==> src/rtl/framebuffer_fill_arbiter_pkg.sv <==
// Shared constants, FSM encoding and the clipping helper for the fill arbiter.
package framebuffer_fill_arbiter_pkg;

   localparam int unsigned FB_WIDTH    = 320;
   localparam int unsigned FB_HEIGHT   = 240;
   localparam logic [31:0] FRAME0_BASE = 32'hFF00_0000;
   localparam logic [31:0] FRAME1_BASE = 32'hFF10_0000;

   typedef enum logic [1:0] {
      ST_IDLE = 2'd0,
      ST_FILL = 2'd1,
      ST_DONE = 2'd2
   } fill_state_e;

   // Clip a span starting at origin to the screen limit; zero when origin is off-screen.
   function automatic logic [9:0] clip_extent(input logic [9:0] origin,
                                              input logic [9:0] extent,
                                              input logic [9:0] limit);
      logic [9:0] room;
      room = limit - origin;
      if (origin >= limit) begin
         clip_extent = 10'd0;
      end else if (extent < room) begin
         clip_extent = extent;
      end else begin
         clip_extent = room;
      end
   endfunction

endpackage

==> src/rtl/framebuffer_fill_arbiter_if.sv <==
// Core bus, framebuffer bus and fill-command signals shared by the arbiter and its user.
interface framebuffer_fill_arbiter_if;

   logic [31:0] core_address;
   logic [31:0] core_write_data;
   logic [3:0]  core_byte_enable;
   logic        core_read_enable;
   logic        core_write_enable;
   logic [31:0] core_data_fetched;

   logic [31:0] fb_address;
   logic [31:0] fb_write_data;
   logic [3:0]  fb_byte_enable;
   logic        fb_read_enable;
   logic        fb_write_enable;
   logic [31:0] fb_data_fetched;

   logic        cmd_valid;
   logic        cmd_ready;
   logic [8:0]  cmd_x0;
   logic [7:0]  cmd_y0;
   logic [8:0]  cmd_width;
   logic [7:0]  cmd_height;
   logic [7:0]  cmd_colour;
   logic        cmd_frame;

   modport slave (
      input  core_address, core_write_data, core_byte_enable, core_read_enable, core_write_enable,
      output core_data_fetched,
      output fb_address, fb_write_data, fb_byte_enable, fb_read_enable, fb_write_enable,
      input  fb_data_fetched,
      input  cmd_valid, cmd_x0, cmd_y0, cmd_width, cmd_height, cmd_colour, cmd_frame,
      output cmd_ready
   );

   modport master (
      output core_address, core_write_data, core_byte_enable, core_read_enable, core_write_enable,
      input  core_data_fetched,
      input  fb_address, fb_write_data, fb_byte_enable, fb_read_enable, fb_write_enable,
      output fb_data_fetched,
      output cmd_valid, cmd_x0, cmd_y0, cmd_width, cmd_height, cmd_colour, cmd_frame,
      input  cmd_ready
   );

endinterface

==> src/rtl/framebuffer_fill_arbiter_fill_address_generator.sv <==
// Walks the clipped fill rectangle one pixel per step, row by row.
module fill_address_generator
   import framebuffer_fill_arbiter_pkg::*;
(
   input  logic        clock,
   input  logic        reset,
   input  logic        load,
   input  logic        step,
   input  logic [8:0]  x0,
   input  logic [7:0]  y0,
   input  logic [8:0]  width,
   input  logic [7:0]  height,
   input  logic        frame,
   output logic        empty,
   output logic [31:0] fill_addr,
   output logic        last
);

   logic [9:0]  w_eff_s;
   logic [9:0]  h_eff_s;
   logic [9:0]  x_end_s;
   logic [9:0]  y_end_s;
   logic [31:0] base_s;

   logic [8:0]  x_r;
   logic [8:0]  x_first_r;
   logic [8:0]  x_last_r;
   logic [7:0]  y_r;
   logic [7:0]  y_last_r;
   logic [31:0] row_base_r;

   assign w_eff_s = clip_extent({1'b0, x0}, {1'b0, width}, 10'(FB_WIDTH));
   assign h_eff_s = clip_extent({2'b00, y0}, {2'b00, height}, 10'(FB_HEIGHT));
   assign empty   = (w_eff_s == 10'd0) || (h_eff_s == 10'd0);
   assign x_end_s = {1'b0, x0} + w_eff_s - 10'd1;
   assign y_end_s = {2'b00, y0} + h_eff_s - 10'd1;
   assign base_s  = frame ? FRAME1_BASE : FRAME0_BASE;

   assign fill_addr = row_base_r + {23'd0, x_r};
   assign last      = (x_r == x_last_r) && (y_r == y_last_r);

   // Latch the clipped rectangle on load, then advance column/row per granted step.
   always_ff @(posedge clock) begin
      if (reset) begin
         x_r        <= 9'd0;
         x_first_r  <= 9'd0;
         x_last_r   <= 9'd0;
         y_r        <= 8'd0;
         y_last_r   <= 8'd0;
         row_base_r <= 32'd0;
      end else if (load) begin
         x_r        <= x0;
         x_first_r  <= x0;
         x_last_r   <= x_end_s[8:0];
         y_r        <= y0;
         y_last_r   <= y_end_s[7:0];
         // Constant-coefficient product for the first row; later rows just add FB_WIDTH.
         row_base_r <= base_s + ({24'd0, y0} * 32'(FB_WIDTH));
      end else if (step) begin
         if (x_r == x_last_r) begin
            x_r        <= x_first_r;
            y_r        <= y_r + 8'd1;
            row_base_r <= row_base_r + 32'(FB_WIDTH);
         end else begin
            x_r <= x_r + 9'd1;
         end
      end else begin
         x_r <= x_r;
      end
   end

endmodule

==> src/rtl/framebuffer_fill_arbiter.sv <==
// Shares the framebuffer port between core accesses and idle-cycle rectangle fills,
// and schedules double-buffer swaps onto vertical-blank rising edges.
module framebuffer_fill_arbiter
   import framebuffer_fill_arbiter_pkg::*;
(
   input  logic                            clock,
   input  logic                            reset,
   framebuffer_fill_arbiter_if.slave       bus,
   output logic                            fill_busy,
   output logic                            fill_done,
   input  logic                            swap_request,
   input  logic                            vblank,
   output logic                            frame_select,
   output logic                            swap_done
);

   fill_state_e state_r;
   fill_state_e state_next_s;
   logic [7:0]  colour_r;
   logic        load_s;
   logic        step_s;
   logic        empty_s;
   logic        last_s;
   logic [31:0] fill_addr_s;
   logic        core_active_s;
   logic        vblank_q_r;
   logic        swap_pending_r;
   logic        frame_select_r;
   logic        swap_done_r;
   logic        swap_go_s;

   assign core_active_s = bus.core_read_enable | bus.core_write_enable;
   assign step_s        = (state_r == ST_FILL) && !core_active_s;
   assign bus.cmd_ready = (state_r == ST_IDLE) && !reset;
   assign fill_busy     = (state_r == ST_FILL);
   assign fill_done     = (state_r == ST_DONE);
   assign bus.core_data_fetched = bus.fb_data_fetched;

   fill_address_generator u_addr_gen (
      .clock     (clock),
      .reset     (reset),
      .load      (load_s),
      .step      (step_s),
      .x0        (bus.cmd_x0),
      .y0        (bus.cmd_y0),
      .width     (bus.cmd_width),
      .height    (bus.cmd_height),
      .frame     (bus.cmd_frame),
      .empty     (empty_s),
      .fill_addr (fill_addr_s),
      .last      (last_s)
   );

   // Fill state register and the colour captured at command acceptance.
   always_ff @(posedge clock) begin
      if (reset) begin
         state_r  <= ST_IDLE;
         colour_r <= 8'd0;
      end else begin
         state_r <= state_next_s;
         if (load_s) begin
            colour_r <= bus.cmd_colour;
         end else begin
            colour_r <= colour_r;
         end
      end
   end

   // Next-state logic: accept in IDLE, step through pixels in FILL, pulse DONE once.
   always_comb begin
      state_next_s = state_r;
      load_s       = 1'b0;
      case (state_r)
         ST_IDLE: begin
            if (bus.cmd_valid) begin
               load_s       = 1'b1;
               state_next_s = empty_s ? ST_DONE : ST_FILL;
            end else begin
               state_next_s = ST_IDLE;
            end
         end
         ST_FILL: begin
            if (step_s && last_s) begin
               state_next_s = ST_DONE;
            end else begin
               state_next_s = ST_FILL;
            end
         end
         ST_DONE: state_next_s = ST_IDLE;
         default: state_next_s = ST_IDLE;
      endcase
   end

   // Bus mux: core has absolute priority, fill writes take the idle cycles.
   always_comb begin
      bus.fb_address      = 32'd0;
      bus.fb_write_data   = 32'd0;
      bus.fb_byte_enable  = 4'd0;
      bus.fb_read_enable  = 1'b0;
      bus.fb_write_enable = 1'b0;
      if (core_active_s) begin
         bus.fb_address      = bus.core_address;
         bus.fb_write_data   = bus.core_write_data;
         bus.fb_byte_enable  = bus.core_byte_enable;
         bus.fb_read_enable  = bus.core_read_enable;
         bus.fb_write_enable = bus.core_write_enable;
      end else if (state_r == ST_FILL) begin
         bus.fb_address      = fill_addr_s;
         bus.fb_write_data   = {4{colour_r}};
         bus.fb_byte_enable  = 4'b0001 << fill_addr_s[1:0];
         bus.fb_write_enable = 1'b1;
      end else begin
         bus.fb_address = 32'd0;
      end
   end

   // A swap fires only on a vblank rising edge while pending and no fill is in flight.
   assign swap_go_s    = vblank && !vblank_q_r && swap_pending_r && (state_r == ST_IDLE);
   assign frame_select = frame_select_r;
   assign swap_done    = swap_done_r;

   // Swap bookkeeping; a request coinciding with the swap it triggers is absorbed.
   always_ff @(posedge clock) begin
      if (reset) begin
         vblank_q_r     <= 1'b0;
         swap_pending_r <= 1'b0;
         frame_select_r <= 1'b0;
         swap_done_r    <= 1'b0;
      end else begin
         vblank_q_r  <= vblank;
         swap_done_r <= swap_go_s;
         if (swap_go_s) begin
            frame_select_r <= ~frame_select_r;
            swap_pending_r <= 1'b0;
         end else if (swap_request) begin
            swap_pending_r <= 1'b1;
         end else begin
            swap_pending_r <= swap_pending_r;
         end
      end
   end

endmodule

==> src/flat_wrapper.sv <==
// flat-port wrapper written by rule: the top's interface ports become plain ports
module framebuffer_fill_arbiter_flat import framebuffer_fill_arbiter_pkg::*;
  (clock, reset, fill_busy, fill_done, swap_request, vblank, frame_select, swap_done, bus_core_address, bus_core_write_data, bus_core_byte_enable, bus_core_read_enable, bus_core_write_enable, bus_core_data_fetched, bus_fb_address, bus_fb_write_data, bus_fb_byte_enable, bus_fb_read_enable, bus_fb_write_enable, bus_fb_data_fetched, bus_cmd_valid, bus_cmd_x0, bus_cmd_y0, bus_cmd_width, bus_cmd_height, bus_cmd_colour, bus_cmd_frame, bus_cmd_ready);
  framebuffer_fill_arbiter_if bus_i ();
  input  logic clock;
  input  logic reset;
  output logic fill_busy;
  output logic fill_done;
  input  logic swap_request;
  input  logic vblank;
  output logic frame_select;
  output logic swap_done;
  input wire logic [$bits(bus_i.core_address)-1:0] bus_core_address;
  input wire logic [$bits(bus_i.core_write_data)-1:0] bus_core_write_data;
  input wire logic [$bits(bus_i.core_byte_enable)-1:0] bus_core_byte_enable;
  input wire logic [$bits(bus_i.core_read_enable)-1:0] bus_core_read_enable;
  input wire logic [$bits(bus_i.core_write_enable)-1:0] bus_core_write_enable;
  output wire logic [$bits(bus_i.core_data_fetched)-1:0] bus_core_data_fetched;
  output wire logic [$bits(bus_i.fb_address)-1:0] bus_fb_address;
  output wire logic [$bits(bus_i.fb_write_data)-1:0] bus_fb_write_data;
  output wire logic [$bits(bus_i.fb_byte_enable)-1:0] bus_fb_byte_enable;
  output wire logic [$bits(bus_i.fb_read_enable)-1:0] bus_fb_read_enable;
  output wire logic [$bits(bus_i.fb_write_enable)-1:0] bus_fb_write_enable;
  input wire logic [$bits(bus_i.fb_data_fetched)-1:0] bus_fb_data_fetched;
  input wire logic [$bits(bus_i.cmd_valid)-1:0] bus_cmd_valid;
  input wire logic [$bits(bus_i.cmd_x0)-1:0] bus_cmd_x0;
  input wire logic [$bits(bus_i.cmd_y0)-1:0] bus_cmd_y0;
  input wire logic [$bits(bus_i.cmd_width)-1:0] bus_cmd_width;
  input wire logic [$bits(bus_i.cmd_height)-1:0] bus_cmd_height;
  input wire logic [$bits(bus_i.cmd_colour)-1:0] bus_cmd_colour;
  input wire logic [$bits(bus_i.cmd_frame)-1:0] bus_cmd_frame;
  output wire logic [$bits(bus_i.cmd_ready)-1:0] bus_cmd_ready;
  assign bus_i.core_address = bus_core_address;
  assign bus_i.core_write_data = bus_core_write_data;
  assign bus_i.core_byte_enable = bus_core_byte_enable;
  assign bus_i.core_read_enable = bus_core_read_enable;
  assign bus_i.core_write_enable = bus_core_write_enable;
  assign bus_core_data_fetched = bus_i.core_data_fetched;
  assign bus_fb_address = bus_i.fb_address;
  assign bus_fb_write_data = bus_i.fb_write_data;
  assign bus_fb_byte_enable = bus_i.fb_byte_enable;
  assign bus_fb_read_enable = bus_i.fb_read_enable;
  assign bus_fb_write_enable = bus_i.fb_write_enable;
  assign bus_i.fb_data_fetched = bus_fb_data_fetched;
  assign bus_i.cmd_valid = bus_cmd_valid;
  assign bus_i.cmd_x0 = bus_cmd_x0;
  assign bus_i.cmd_y0 = bus_cmd_y0;
  assign bus_i.cmd_width = bus_cmd_width;
  assign bus_i.cmd_height = bus_cmd_height;
  assign bus_i.cmd_colour = bus_cmd_colour;
  assign bus_i.cmd_frame = bus_cmd_frame;
  assign bus_cmd_ready = bus_i.cmd_ready;
  framebuffer_fill_arbiter u_core (.clock(clock), .reset(reset), .bus(bus_i), .fill_busy(fill_busy), .fill_done(fill_done), .swap_request(swap_request), .vblank(vblank), .frame_select(frame_select), .swap_done(swap_done));
endmodule
==> config.mk <==
export PLATFORM = sky130hd
export DESIGN_NAME = framebuffer_fill_arbiter_flat
export DESIGN_NICKNAME = d
export VERILOG_FILES = /design/src/rtl/framebuffer_fill_arbiter_pkg.sv /design/src/rtl/framebuffer_fill_arbiter_if.sv /design/src/rtl/framebuffer_fill_arbiter_fill_address_generator.sv /design/src/rtl/framebuffer_fill_arbiter.sv /design/src/flat_wrapper.sv
export SDC_FILE = /design/constraint.sdc
export NUM_CORES = 1
export LEC_CHECK = 0
export CAP_MARGIN = 30
export CORE_MARGIN = 2
export CORE_UTILIZATION = 35
export CTS_CLUSTER_SIZE = 30
export DETAILED_ROUTE_END_ITERATION = 16
export SETUP_SLACK_MARGIN = 0.5
export SLEW_MARGIN = 15
export SYNTH_ARGS = -nofsm -noshare
export SYNTH_HDL_FRONTEND = slang
export SYNTH_SLANG_ARGS = --single-unit
==> constraint.sdc <==
create_clock -name clock -period 8.9 [get_ports clock]
set_input_delay 2.67 -clock clock [delete_from_list [all_inputs] [get_ports clock]]
set_output_delay 2.67 -clock clock [all_outputs]
set_load 0.05 [all_outputs]
==> flow_metrics.env <==
export IMPL_postPlaceCellArea_um2=9300
export IMPL_ant_nets=0
export IMPL_dr_pass1_iters=6
export IMPL_detail_route_wl_per_cell_um=17.4
export IMPL_vias_per_cell=5.20
export IMPL_outcome="complete, no violations"
export IMPL_syn_avg_cell_area_um2=7.65
export IMPL_synth_compound_gate_area_share_pct=22.2
export IMPL_fp_row_count=53
export IMPL_worst_pin_slew_ps=872
export IMPL_die_h_um=150
export IMPL_start_util_pct=35.5
export IMPL_rsz0062_at_grt="false"
export IMPL_wl_met3_mm=1.41
export IMPL_syn_to_final_growth_pct=29.3
export IMPL_layout_min_cycle_time_ps=7870
export IMPL_synthXorXnorAreaFrac_pct=11.8
export IMPL_crit_buf_inv=3
export IMPL_ctsResizeCount=0
export IMPL_r2r_end="u_core.u_addr_gen.row_base_r[31]$_SDFFE_PP0P_"
export IMPL_h_tree_depth=3
export IMPL_synth_simple_area_share_pct=21.9
export IMPL_antennaDiodeCount=0
export IMPL_synth_top_family_by_area="compound AO/OA/AOI/OAI gates"
export IMPL_antenna_found_initial=0
export IMPL_critPathLaunchType="primary input"
export IMPL_endpoint_kind="output pin"
export IMPL_cts_tree="built"
export IMPL_path_class="in -> out"
export IMPL_num_nets_final=1318
export IMPL_yosysMostFrequentCell="nand2_1"
export IMPL_core_area_um2=21000
export IMPL_yosys_area_share_adder_pct=12.1
export IMPL_grt_overflow=0
export IMPL_worstHoldPathType="reg -> reg"
export IMPL_max_slew_margin_pct=41.9
export IMPL_clockBufferDepth=2
export IMPL_wl_met1_mm=10.9
export IMPL_io_buffers=192
export IMPL_finalMaxSlewViolations=0
export IMPL_finClkSkew_ps=7.35
export IMPL_cts_setup_buffers=0
export IMPL_cp_top_family="buffers and inverters"
export IMPL_leakagePower_nw=3.82
export IMPL_dieArea_um2=22400
export IMPL_rr_startpoint="u_core.state_r[0]$_SDFF_PP0_"
export IMPL_synth_area_um2=7430
export IMPL_critPathSlowestCell="clkdlybuf4s50_1"
export IMPL_arrival_ps=5200
export IMPL_routed_top_layer="met4"
export IMPL_yosys_warnings=0
export IMPL_grtUsageTotal_pct=20.9
export IMPL_crit_path_end="bus_fb_write_data[30]"
export IMPL_synthCells=971
export IMPL_ys_seq_elements=83
export IMPL_synth_edf_count=0
export IMPL_max_freq_mhz=127
export IMPL_critPathLaunch="bus_core_read_enable"
export IMPL_first_iter_violations=335
export IMPL_synth_flop_cell="dfxtp_1"
export IMPL_synthDistinctLibCells=64
export IMPL_hold_buffers=0
export IMPL_ys_seq_area_share_pct=22.4
export IMPL_synth_top_area_share_pct=22.4
export IMPL_fp_dieW_um=150
export IMPL_grt_max_degree=55
export IMPL_hold_viol=0
export IMPL_cts_root_buf="clkbuf_16"
export IMPL_p_per_area_nw_per_um2=149
export IMPL_fin_cells=1377
export IMPL_place_congestion=0.858
export IMPL_critPathMaxStageDelay_ps=810
export IMPL_wl_mm=24.0
export IMPL_drcViolationCount=0
export IMPL_clock_latency_ps=340
export IMPL_final_layout_size_suffix_gt1_share_pct=4.81
export IMPL_cp_common_cell="clkdlybuf4s50_1"
export IMPL_path_clk_slew_ps=60
export IMPL_crit_path_cell_trace="clkdlybuf4s50_1 -> or2_2 -> buf_4 -> a22o_1 -> clkdlybuf4s50_1"
export IMPL_synth_commonest_cells="136 x nand2_1, 83 x dfxtp_1, 67 x ha_1"
export IMPL_r2r_cells=8
export IMPL_dr_wl_met2_mm=11.3
export IMPL_grt_pass1_wl_mm=36.7
export IMPL_fin_setup_tns_ps=0
export IMPL_cp_num_cells=5
export IMPL_period_share_pct=88.4
export IMPL_io_pins=257
export IMPL_numCtsBuffers=9
export IMPL_dp_hpwl_mm=18.6
export IMPL_vias=7162
export IMPL_muxShareOfSynthArea_pct=0.572
export IMPL_cp_data_required_time_ps=6230
export IMPL_yosysTopAreaCell="dfxtp_1"
export IMPL_reg2reg_slack_ps=5800
export IMPL_synthArstFlopShare_pct=0
export IMPL_fin_area_um2=9610
export IMPL_clkSinkCount=83
export IMPL_cp_max_fo=47
export IMPL_synthesis_nets=1191
export IMPL_utilization_pct=45.9
export IMPL_ys_top_cells_by_area="dfxtp_1 22%, ha_1 11%, xnor2_1 7.2%"
export IMPL_maxCapViolCount=0
export IMPL_placed_cells=1361
export IMPL_finalSetupViolCount=0
export IMPL_first_global_vias=6707
export IMPL_whs_path_depth=2
export IMPL_vdd_ir_drop_max_uv=80.6
-- worst min path at each step --
stage / startpoint / to / slack (ps)
after floorplan: u_core.u_addr_gen.x_first_r[7]$_SDFFE_PP0P_ / u_core.u_addr_gen.x_first_r[7]$_SDFFE_PP0P_ / 430
after global placement: u_core.u_addr_gen.x_first_r[1]$_SDFFE_PP0P_ / u_core.u_addr_gen.x_first_r[1]$_SDFFE_PP0P_ / 440
after detailed placement: u_core.u_addr_gen.x_first_r[7]$_SDFFE_PP0P_ / u_core.u_addr_gen.x_first_r[7]$_SDFFE_PP0P_ / 440
after CTS: u_core.u_addr_gen.x_first_r[7]$_SDFFE_PP0P_ / u_core.u_addr_gen.x_first_r[7]$_SDFFE_PP0P_ / 450
after global routing: u_core.u_addr_gen.x_first_r[1]$_SDFFE_PP0P_ / u_core.u_addr_gen.x_first_r[1]$_SDFFE_PP0P_ / 490
final: u_core.u_addr_gen.x_first_r[7]$_SDFFE_PP0P_ / u_core.u_addr_gen.x_first_r[7]$_SDFFE_PP0P_ / 450
-- cell families (layout without fill, tap and decap cells) --
kind of cell,Yosys count,count (layout)
AND/OR/NAND/NOR,334,334
AO/OA/AOI/OAI,241,241
buffers and inverters,140,271
XOR/XNOR,99,99
flip-flops,83,83
adder cells (fa/ha/maj),70,70
multiplexers,4,4
-- tightest hold or removal path, cell delays in order (launching register included) --
cell and delay [ps]:
dfxtp_1 300, nand2_1 50, a21oi_1 50
-- cell type report --
class | instances | area (um^2)
timing repair buffer | 203 | 2010
sequential | 83 | 1660
tap | 275 | 344
fill | 2134 | 11300
multi-input combinational | 748 | 5100
inverter | 53 | 199
clock inverter | 6 | 65.1
clock buffer | 9 | 225
-- per-layer routing --
layer / vias up / GRT usage, %
li1: 3614 / -
met1: 3326 / 27.4
met2: 196 / 36.1
met3: 26 / 3.02
met4: 0 / 5.47
met5: - / 0
-- registers in the layout, summed over array words and instances, names as in the netlist --
signal and flops:
u_core.colour_r 8, u_core.swap_done 1, u_core.u_addr_gen.x_first_r 9, u_core.u_addr_gen.row_base_r 26, u_core.u_addr_gen.x_last_r 9, u_core.swap_pending_r 1
u_core.u_addr_gen.y_r 8, u_core.u_addr_gen.y_last_r 8, u_core.frame_select 1, u_core.vblank_q_r 1, u_core.state_r 2, u_core.u_addr_gen.x_r 9
-- cell usage in the layout (no fill, tap or decap), types with 4 or more instances in the layout --
master,Yosys,layout
clkdlybuf4s50_1,0,191
nand2_1,136,136
dfxtp_1,83,83
ha_1,67,67
nor2_1,63,63
o21ai_0,63,63
xnor2_1,61,61
a22o_1,58,58
inv_1,53,53
a21oi_1,49,49
xor2_1,37,37
nand3_1,23,23
nor3_1,23,22
nand4_1,14,14
nand2b_1,13,13
a31oi_1,13,13
a21o_1,12,12
and3_1,12,12
nor2b_1,10,10
buf_4,33,10
a211oi_1,9,9
clkbuf_16,0,9
o21a_1,6,6
o211ai_1,6,6
nor4_1,5,5
or2_2,5,5
or3_1,5,5
a222oi_1,5,5
nor3_4,4,4
nand3b_1,4,4
-- power by group --
part	switching [mW]	internal, mW	leakage [nW]
Sequential	0.0469	0.412	0.683
Clock	0.157	0.216	0.142
Combinational	0.337	0.263	3.00
-- stage by stage --
stage                     hold slack, ps  worst slack [ps]  total power [mW]
after floorplan                      431              1910             0.915
after global placement               440               919              1.06
after detailed placement             443               857              1.07
after CTS                            452              1040              1.44
after global routing                 487               739              1.52
final                                452              1030              1.43
(Power assumes the default switching activity.)
